[config.mk]
export PLATFORM = sky130hd
export DESIGN_NAME = ps2_key_decoder
export DESIGN_NICKNAME = d
export VERILOG_FILES = /design/src/rtl/ps2_pkg.sv /design/src/rtl/ps2_rx.sv /design/src/rtl/ps2_key_decoder.sv
export SDC_FILE = /design/constraint.sdc
export NUM_CORES = 1
export LEC_CHECK = 0
export ABC_AREA = 0
export BUFFER_PORTS_ARGS = -buffer_cell sky130_fd_sc_hd__buf_4
export CAP_MARGIN = 20
export CORE_MARGIN = 1
export CORE_UTILIZATION = 59
export DETAILED_ROUTE_END_ITERATION = 8
export PLACE_DENSITY = 0.8
export SLEW_MARGIN = 20
export SYNTH_ARGS = -nofsm -noshare
export SYNTH_HDL_FRONTEND = slang
export SYNTH_SLANG_ARGS = --single-unit
[constraint.sdc]
create_clock -name clk_i -period 3.16 [get_ports clk_i]
set_clock_uncertainty 0.2 [all_clocks]
set_input_delay 0.474 -clock clk_i [delete_from_list [all_inputs] [get_ports clk_i]]
set_output_delay 0.474 -clock clk_i [all_outputs]
set_load 0.01 [all_outputs]
[src/rtl/ps2_pkg.sv]
// ps2_pkg
// Shared definitions for the PS/2 keyboard decoder:
//   - key index constants (bit positions in keys_o) and NUM_KEYS
//   - scan code set 2 constants, including the E0 / F0 prefixes
//   - receiver state enum
//   - key_lookup(): maps a scan code (plus extended flag) to a key index
package ps2_pkg;

    localparam int NUM_KEYS  = 12;

    localparam int KEY_SPACE = 0;
    localparam int KEY_W     = 1;
    localparam int KEY_A     = 2;
    localparam int KEY_S     = 3;
    localparam int KEY_D     = 4;
    localparam int KEY_F     = 5;
    localparam int KEY_UP    = 6;
    localparam int KEY_DOWN  = 7;
    localparam int KEY_LEFT  = 8;
    localparam int KEY_RIGHT = 9;
    localparam int KEY_ENTER = 10;
    localparam int KEY_ESC   = 11;

    localparam logic [7:0] SC_EXT   = 8'hE0;
    localparam logic [7:0] SC_BRK   = 8'hF0;
    localparam logic [7:0] SC_SPACE = 8'h29;
    localparam logic [7:0] SC_W     = 8'h1D;
    localparam logic [7:0] SC_A     = 8'h1C;
    localparam logic [7:0] SC_S     = 8'h1B;
    localparam logic [7:0] SC_D     = 8'h23;
    localparam logic [7:0] SC_F     = 8'h2B;
    localparam logic [7:0] SC_UP    = 8'h75;   // E0-prefixed; bare 75 is keypad 8
    localparam logic [7:0] SC_DOWN  = 8'h72;   // E0-prefixed
    localparam logic [7:0] SC_LEFT  = 8'h6B;   // E0-prefixed
    localparam logic [7:0] SC_RIGHT = 8'h74;   // E0-prefixed
    localparam logic [7:0] SC_ENTER = 8'h5A;
    localparam logic [7:0] SC_ESC   = 8'h76;

    typedef enum logic [1:0] {
        RX_IDLE,
        RX_DATA,
        RX_PARITY,
        RX_STOP
    } rx_state_e;

    typedef struct packed {
        logic       hit;
        logic [3:0] idx;
    } key_hit_t;

    // Extended (E0) codes and plain codes live in separate tables, so the
    // same byte can mean different keys depending on the prefix.
    function automatic key_hit_t key_lookup(input logic [7:0] code, input logic ext);
        key_hit_t r;
        r.hit = 1'b1;
        r.idx = '0;
        if (ext) begin
            case (code)
                SC_UP:    r.idx = 4'(KEY_UP);
                SC_DOWN:  r.idx = 4'(KEY_DOWN);
                SC_LEFT:  r.idx = 4'(KEY_LEFT);
                SC_RIGHT: r.idx = 4'(KEY_RIGHT);
                default:  r.hit = 1'b0;
            endcase
        end else begin
            case (code)
                SC_SPACE: r.idx = 4'(KEY_SPACE);
                SC_W:     r.idx = 4'(KEY_W);
                SC_A:     r.idx = 4'(KEY_A);
                SC_S:     r.idx = 4'(KEY_S);
                SC_D:     r.idx = 4'(KEY_D);
                SC_F:     r.idx = 4'(KEY_F);
                SC_ENTER: r.idx = 4'(KEY_ENTER);
                SC_ESC:   r.idx = 4'(KEY_ESC);
                default:  r.hit = 1'b0;
            endcase
        end
        return r;
    endfunction

endpackage

[src/rtl/ps2_rx.sv]
// ps2_rx
// PS/2 frame receiver: pin synchronizers, falling-edge detect on the PS/2
// clock, 11-bit frame FSM (start, 8 data LSB first, parity, stop), and a
// mid-frame inactivity timeout.
// Optional feature macro: PS2_PARITY_CHECK_EN (odd parity check; a mismatch
// drops the frame). Without it the parity bit is skipped.
// Ports:
//   clk_i, reset_ni      system clock, async active-low reset
//   ps2_clk_i            raw PS/2 clock pin (asynchronous)
//   ps2_data_i           raw PS/2 data pin (asynchronous)
//   byte_o               received byte, meaningful while valid_o is high
//   valid_o              one-cycle strobe: good frame received
//   err_o                one-cycle strobe: frame dropped (stop/parity/timeout)
module ps2_rx
    import ps2_pkg::*;
#(
    parameter int unsigned TIMEOUT_CYCLES = 5000
) (
    input  logic       clk_i,
    input  logic       reset_ni,
    input  logic       ps2_clk_i,
    input  logic       ps2_data_i,
    output logic [7:0] byte_o,
    output logic       valid_o,
    output logic       err_o
);

    localparam int unsigned TMO_W = $clog2(TIMEOUT_CYCLES + 1);

    // clk_sync_q[1:0] is the two-flop synchronizer, clk_sync_q[2] the edge register.
    logic [2:0]       clk_sync_q;
    logic [1:0]       data_sync_q;
    logic             fall;
    logic             data_bit;

    rx_state_e        state_q, state_d;
    logic [2:0]       bit_cnt_q, bit_cnt_d;
    logic [7:0]       shift_q, shift_d;
    logic [TMO_W-1:0] tmo_q, tmo_d;
    logic             tmo_hit;
    logic             parity_ok;

    // NOTE: synchronizers reset to the bus idle level (high) so that leaving
    // reset never manufactures a falling edge on an idle line.
    always_ff @(posedge clk_i or negedge reset_ni) begin
        if (!reset_ni) begin
            clk_sync_q  <= 3'b111;
            data_sync_q <= 2'b11;
        end else begin
            clk_sync_q  <= {clk_sync_q[1:0], ps2_clk_i};
            data_sync_q <= {data_sync_q[0], ps2_data_i};
        end
    end

    assign fall     = clk_sync_q[2] & ~clk_sync_q[1];
    assign data_bit = data_sync_q[1];

`ifdef PS2_PARITY_CHECK_EN
    logic parity_q, parity_d;

    always_ff @(posedge clk_i or negedge reset_ni) begin
        if (!reset_ni) begin
            parity_q <= 1'b0;
        end else begin
            parity_q <= parity_d;
        end
    end

    // Odd parity: data bits plus the parity bit must contain an odd number of 1s.
    assign parity_ok = ^{shift_q, parity_q};
`else
    assign parity_ok = 1'b1;
`endif

    assign tmo_hit = (state_q != RX_IDLE) && (tmo_q == TMO_W'(TIMEOUT_CYCLES));
    assign byte_o  = shift_q;

    // NOTE: every signal driven here gets a default first; otherwise a path
    // that leaves one unassigned would infer a latch.
    always_comb begin
        state_d   = state_q;
        bit_cnt_d = bit_cnt_q;
        shift_d   = shift_q;
        tmo_d     = '0;
        valid_o   = 1'b0;
        err_o     = 1'b0;
`ifdef PS2_PARITY_CHECK_EN
        parity_d  = parity_q;
`endif

        if (tmo_hit) begin
            // Timeout takes precedence over a coincident edge.
            state_d = RX_IDLE;
            err_o   = 1'b1;
        end else begin
            if (state_q != RX_IDLE) begin
                tmo_d = fall ? '0 : tmo_q + 1'b1;
            end

            case (state_q)
                RX_IDLE: begin
                    if (fall && !data_bit) begin
                        state_d   = RX_DATA;
                        bit_cnt_d = '0;
                    end
                end
                RX_DATA: begin
                    if (fall) begin
                        shift_d = {data_bit, shift_q[7:1]};
                        if (bit_cnt_q == 3'd7) begin
                            state_d = RX_PARITY;
                        end else begin
                            bit_cnt_d = bit_cnt_q + 3'd1;
                        end
                    end
                end
                RX_PARITY: begin
                    if (fall) begin
`ifdef PS2_PARITY_CHECK_EN
                        parity_d = data_bit;
`endif
                        state_d  = RX_STOP;
                    end
                end
                RX_STOP: begin
                    if (fall) begin
                        state_d = RX_IDLE;
                        if (data_bit && parity_ok) begin
                            valid_o = 1'b1;
                        end else begin
                            err_o = 1'b1;
                        end
                    end
                end
                default: state_d = RX_IDLE;
            endcase
        end
    end

    // NOTE: state registers use non-blocking assignments so every flop
    // samples the pre-edge value regardless of statement order.
    always_ff @(posedge clk_i or negedge reset_ni) begin
        if (!reset_ni) begin
            state_q   <= RX_IDLE;
            bit_cnt_q <= '0;
            shift_q   <= '0;
            tmo_q     <= '0;
        end else begin
            state_q   <= state_d;
            bit_cnt_q <= bit_cnt_d;
            shift_q   <= shift_d;
            tmo_q     <= tmo_d;
        end
    end

endmodule

[src/rtl/ps2_key_decoder.sv]
// ps2_key_decoder
// Turns PS/2 scan code set 2 frames into held key levels for the game.
// The ps2_rx sub-module delivers bytes; this level tracks the E0 (extended)
// and F0 (break) prefixes and keeps one level bit per mapped key.
// Optional feature macro: PS2_PARITY_CHECK_EN (forwarded to ps2_rx).
// Ports:
//   clk_i, reset_ni   system clock, async active-low reset
//   ps2_clk_i         raw PS/2 clock pin
//   ps2_data_i        raw PS/2 data pin
//   keys_o            held key levels, indexed by ps2_pkg KEY_* constants
//   space_o           keys_o[KEY_SPACE]
//   sellect_up_o      keys_o[KEY_UP]
//   sellect_down_o    keys_o[KEY_DOWN]
//   scan_valid_o      one-cycle pulse per good byte
//   scan_code_o       last good byte (held)
//   frame_err_o       one-cycle pulse per dropped frame
module ps2_key_decoder
    import ps2_pkg::*;
#(
    parameter int unsigned TIMEOUT_CYCLES = 5000
) (
    input  logic                clk_i,
    input  logic                reset_ni,
    input  logic                ps2_clk_i,
    input  logic                ps2_data_i,
    output logic [NUM_KEYS-1:0] keys_o,
    output logic                space_o,
    output logic                sellect_up_o,
    output logic                sellect_down_o,
    output logic                scan_valid_o,
    output logic [7:0]          scan_code_o,
    output logic                frame_err_o
);

    logic [7:0]          rx_byte;
    logic                rx_valid;
    logic                rx_err;

    logic [NUM_KEYS-1:0] keys_q, keys_d;
    logic                ext_q, ext_d;
    logic                brk_q, brk_d;
    logic                scan_valid_q;
    logic [7:0]          scan_code_q;
    logic                frame_err_q;
    key_hit_t            hit;

    ps2_rx #(
        .TIMEOUT_CYCLES (TIMEOUT_CYCLES)
    ) u_rx (
        .clk_i      (clk_i),
        .reset_ni   (reset_ni),
        .ps2_clk_i  (ps2_clk_i),
        .ps2_data_i (ps2_data_i),
        .byte_o     (rx_byte),
        .valid_o    (rx_valid),
        .err_o      (rx_err)
    );

    assign hit = key_lookup(rx_byte, ext_q);

    always_comb begin
        keys_d = keys_q;
        ext_d  = ext_q;
        brk_d  = brk_q;

        if (rx_err) begin
            // A dropped frame may have been the key byte a prefix belonged to.
            ext_d = 1'b0;
            brk_d = 1'b0;
        end else if (rx_valid) begin
            if (rx_byte == SC_EXT) begin
                ext_d = 1'b1;
            end else if (rx_byte == SC_BRK) begin
                brk_d = 1'b1;
            end else begin
                // Writing a level (not toggling) makes typematic repeats harmless.
                if (hit.hit) begin
                    keys_d[hit.idx] = ~brk_q;
                end
                ext_d = 1'b0;
                brk_d = 1'b0;
            end
        end
    end

    always_ff @(posedge clk_i or negedge reset_ni) begin
        if (!reset_ni) begin
            keys_q       <= '0;
            ext_q        <= 1'b0;
            brk_q        <= 1'b0;
            scan_valid_q <= 1'b0;
            scan_code_q  <= '0;
            frame_err_q  <= 1'b0;
        end else begin
            keys_q       <= keys_d;
            ext_q        <= ext_d;
            brk_q        <= brk_d;
            scan_valid_q <= rx_valid;
            frame_err_q  <= rx_err;
            if (rx_valid) begin
                scan_code_q <= rx_byte;
            end
        end
    end

    assign keys_o         = keys_q;
    assign space_o        = keys_q[KEY_SPACE];
    assign sellect_up_o   = keys_q[KEY_UP];
    assign sellect_down_o = keys_q[KEY_DOWN];
    assign scan_valid_o   = scan_valid_q;
    assign scan_code_o    = scan_code_q;
    assign frame_err_o    = frame_err_q;

endmodule

==> metrics.csv <==
metric,value,unit
status,"finished, final reports clean",
post-route ant nets,0,
DRC viols,0,
unrepaired setup endpoints after global routing,no,
Die H,72.4,um
"Net Count, Synth",291,
vias,2012,
Hold Buf Count CTS,0,
Tmin final,2670,ps
number of flops mapped to enable cells by yosys,0,
clock root buffer,clkbuf_8,
final hold vios,0,
Syn Inst Count,279,
synth warn,0,
die area,5240,um2
Final Util,0.687,
met2 Use GR,0.380,
Final nets,311,
area grow syn2layout,11.8,%
"CTS clk-pin slew, worst paths",90,ps
ys async rst share,1.00,
starting DRC count in detailed routing,99,
Die W,72.4,um
met3 Resource Use GR,0.0472,
"Clk Latency, worst-skew pair",300,ps
Max Fclk,375,MHz
max_slew headroom,0.544,
Port Buf Inserts,28,
placed cell areas,3130,um2
crit path capture type,register,
initial antenna violation count,0,
Syn Area/Cell,10.5,um2
max-cap violations,0,
vias in the first global route,2059,
most common flop cell mapped by yosys,dfrtp_1,
Pre-antenna DRT Iters,4,
kind of critical path,reg2reg,
wire length per cell,14.0,um
Power Density,628,nW/um2
Core Area,4750,um2
Final setup violation count,0,
GRT Total Usage,0.226,
CP required,3190,ps
Yosys reg bits,55,
share of cells above drive strength 1,0.220,
io pins,29,
register area share after synthesis,0.473,
Final Cycle Share,0.845,
H-tree levels,2,
CP startpoint kind,register,
max-slew violations,0,
Post-CTS Setup Bufs,0,
FP Rows,25,
Via density,5.48,
Hold Path Class,in2async,
Mapped Area,2920,um2
Initial Utilization,0.614,
Yosys cell types,54,
RD Place Congestion,0.841,
largest net degree at the start of global routing,56,
ANT cells,0,
"IR drop worst, VDD",0.000511,V
Num CTS Buffers,5,
design area,3260,um2
CTS tree,yes,
met1 Resource Use GR,0.290,
Worst Path Arrival,2700,ps
Sink Count,55,
grt total ovfl,0,
first-pass GRT wire length,9140,um
busiest grt layer,met2,
cts repair resizes,0,
HPWL after DPL,3520,um
WL final,5140,um
clock buffer depth,2,
LEAKAGE,0.00152,uW
Worst Tran Pin Value,681,ps
Setup TNS,0,ps
crit-path max FO,10,
cells in the mapped netlist, types with 2 or more instances:
cell	instances	area (um2)
or3_1	2	12.5
xor2_1	6	52.6
mux2i_1	10	100
o22a_1	2	17.5
mux2_2	15	169
nand3b_1	6	45.0
a211oi_1	2	15.0
and2_1	2	12.5
and4_1	2	17.5
and3_1	4	25.0
nor2b_1	3	18.8
o41ai_1	2	17.5
buf_2	5	25.0
nand2_1	18	67.6
buf_4	5	37.5
dfrtp_1	50	1250
o21ai_0	10	50.1
a211o_1	2	17.5
o31ai_1	3	22.5
nor2_1	24	90.1
or3b_1	2	17.5
inv_1	16	60.1
nor4_1	3	18.8
nand4_1	3	18.8
nor4b_1	2	17.5
xnor2_1	6	52.6
dfstp_2	5	131
nor3_1	5	25.0
nand3_1	15	75.1
or4_1	2	15.0
o21bai_1	3	22.5
nand2b_1	10	62.6
ha_1	8	100
clkbuf_1	4	15.0
a21oi_1	3	15.0
registers in the layout (all words and copies together) (netlist names):
signal,flops
u_rx.bit_cnt_q,3
u_rx.clk_sync_q,3
ext_q,1
scan_code_o,8
brk_q,1
scan_valid_o,1
keys_o,12
u_rx.data_sync_q,2
frame_err_o,1
u_rx.byte_o,8
u_rx.tmo_q,13
u_rx.state_q,2
cells in the final DEF (no fill, tap or decap), types with 8 or more instances in the layout:
cell,synthesis,final
nand2_1,18,18
ha_1,8,8
mux2_2,15,15
nand3_1,15,15
nor2_1,24,24
dfrtp_1,50,50
buf_4,5,28
o21ai_0,10,10
nand2b_1,10,10
mux2i_1,10,10
inv_1,16,16
metrics by stage:
stage	setup slack, ps	total power [uW]	hold slack [ps]	instances
after floorplan	848	1390	-21.6	279
after global placement	643	1500	145	359
after detailed placement	540	1530	147	359
after CTS	502	2060	24.6	367
after global routing	203	2190	52.2	367
final	491	2050	2.77	367
critical path: stages (launching register included):
cell and delay, ps:
dfrtp_1 420, inv_1 110, ha_1 260, nor3b_1 70
and4_1 300, nor3_1 390, o221ai_2 280, a2111oi_4 340
mux2i_1 220
logic make-up after synthesis:
group,Yosys count,synth area share
AO/OA/AOI/OAI,37,0.0994
XOR/XNOR,12,0.0360
adder cells (fa/ha/maj),8,0.0343
buffers and inverters,31,0.0488
flip-flops,55,0.473
multiplexers,25,0.0921
AND/OR/NAND/NOR,111,0.216
final timing paths:
kind / start / endpoint / slack (ps) / cells past startpoint
min in group clk_i: ps2_clk_i / u_rx.clk_sync_q[0]$_DFF_PN1_ / 80 / 1
max in group asynchronous: reset_ni / u_rx.state_q[0]$_DFFE_PN0P_ / 2320 / 1
worst min register to register: u_rx.data_sync_q[0]$_DFF_PN1_ / u_rx.data_sync_q[1]$_DFF_PN1_ / 160 / 0
worst min-delay path: reset_ni / u_rx.byte_o[1]$_DFFE_PN0P_ / 3 / 1
worst max-delay path: u_rx.state_q[1]$_DFFE_PN0P_ / keys_o[0]$_DFFE_PN0P_ / 490 / 8
worst max register to register: u_rx.state_q[1]$_DFFE_PN0P_ / keys_o[0]$_DFFE_PN0P_ / 490 / 8
power by group:
group / switching (uW) / internal [uW] / total [uW]
sequential: 201 / 812 / 1010
clock: 215 / 317 / 532
combinational: 263 / 243 / 506
total: 680 / 1370 / 2050
cell type report:
cell class	count	area, um2
timing repair buffer	28	210
clock inverter	2	60.1
tap	67	83.8
clock buffer	6	72.6
fill	376	1490
sequential	55	1380
multi-input combinational	193	1400
inverter	16	60.1
per-layer routing:
metal,vias up,part of all wire
met5,-,0
met4,0,0.017
met3,7,0.031
met2,33,0.49
met1,953,0.46
li1,1019,-
Note: power is estimated with default switching activity, not from simulation.
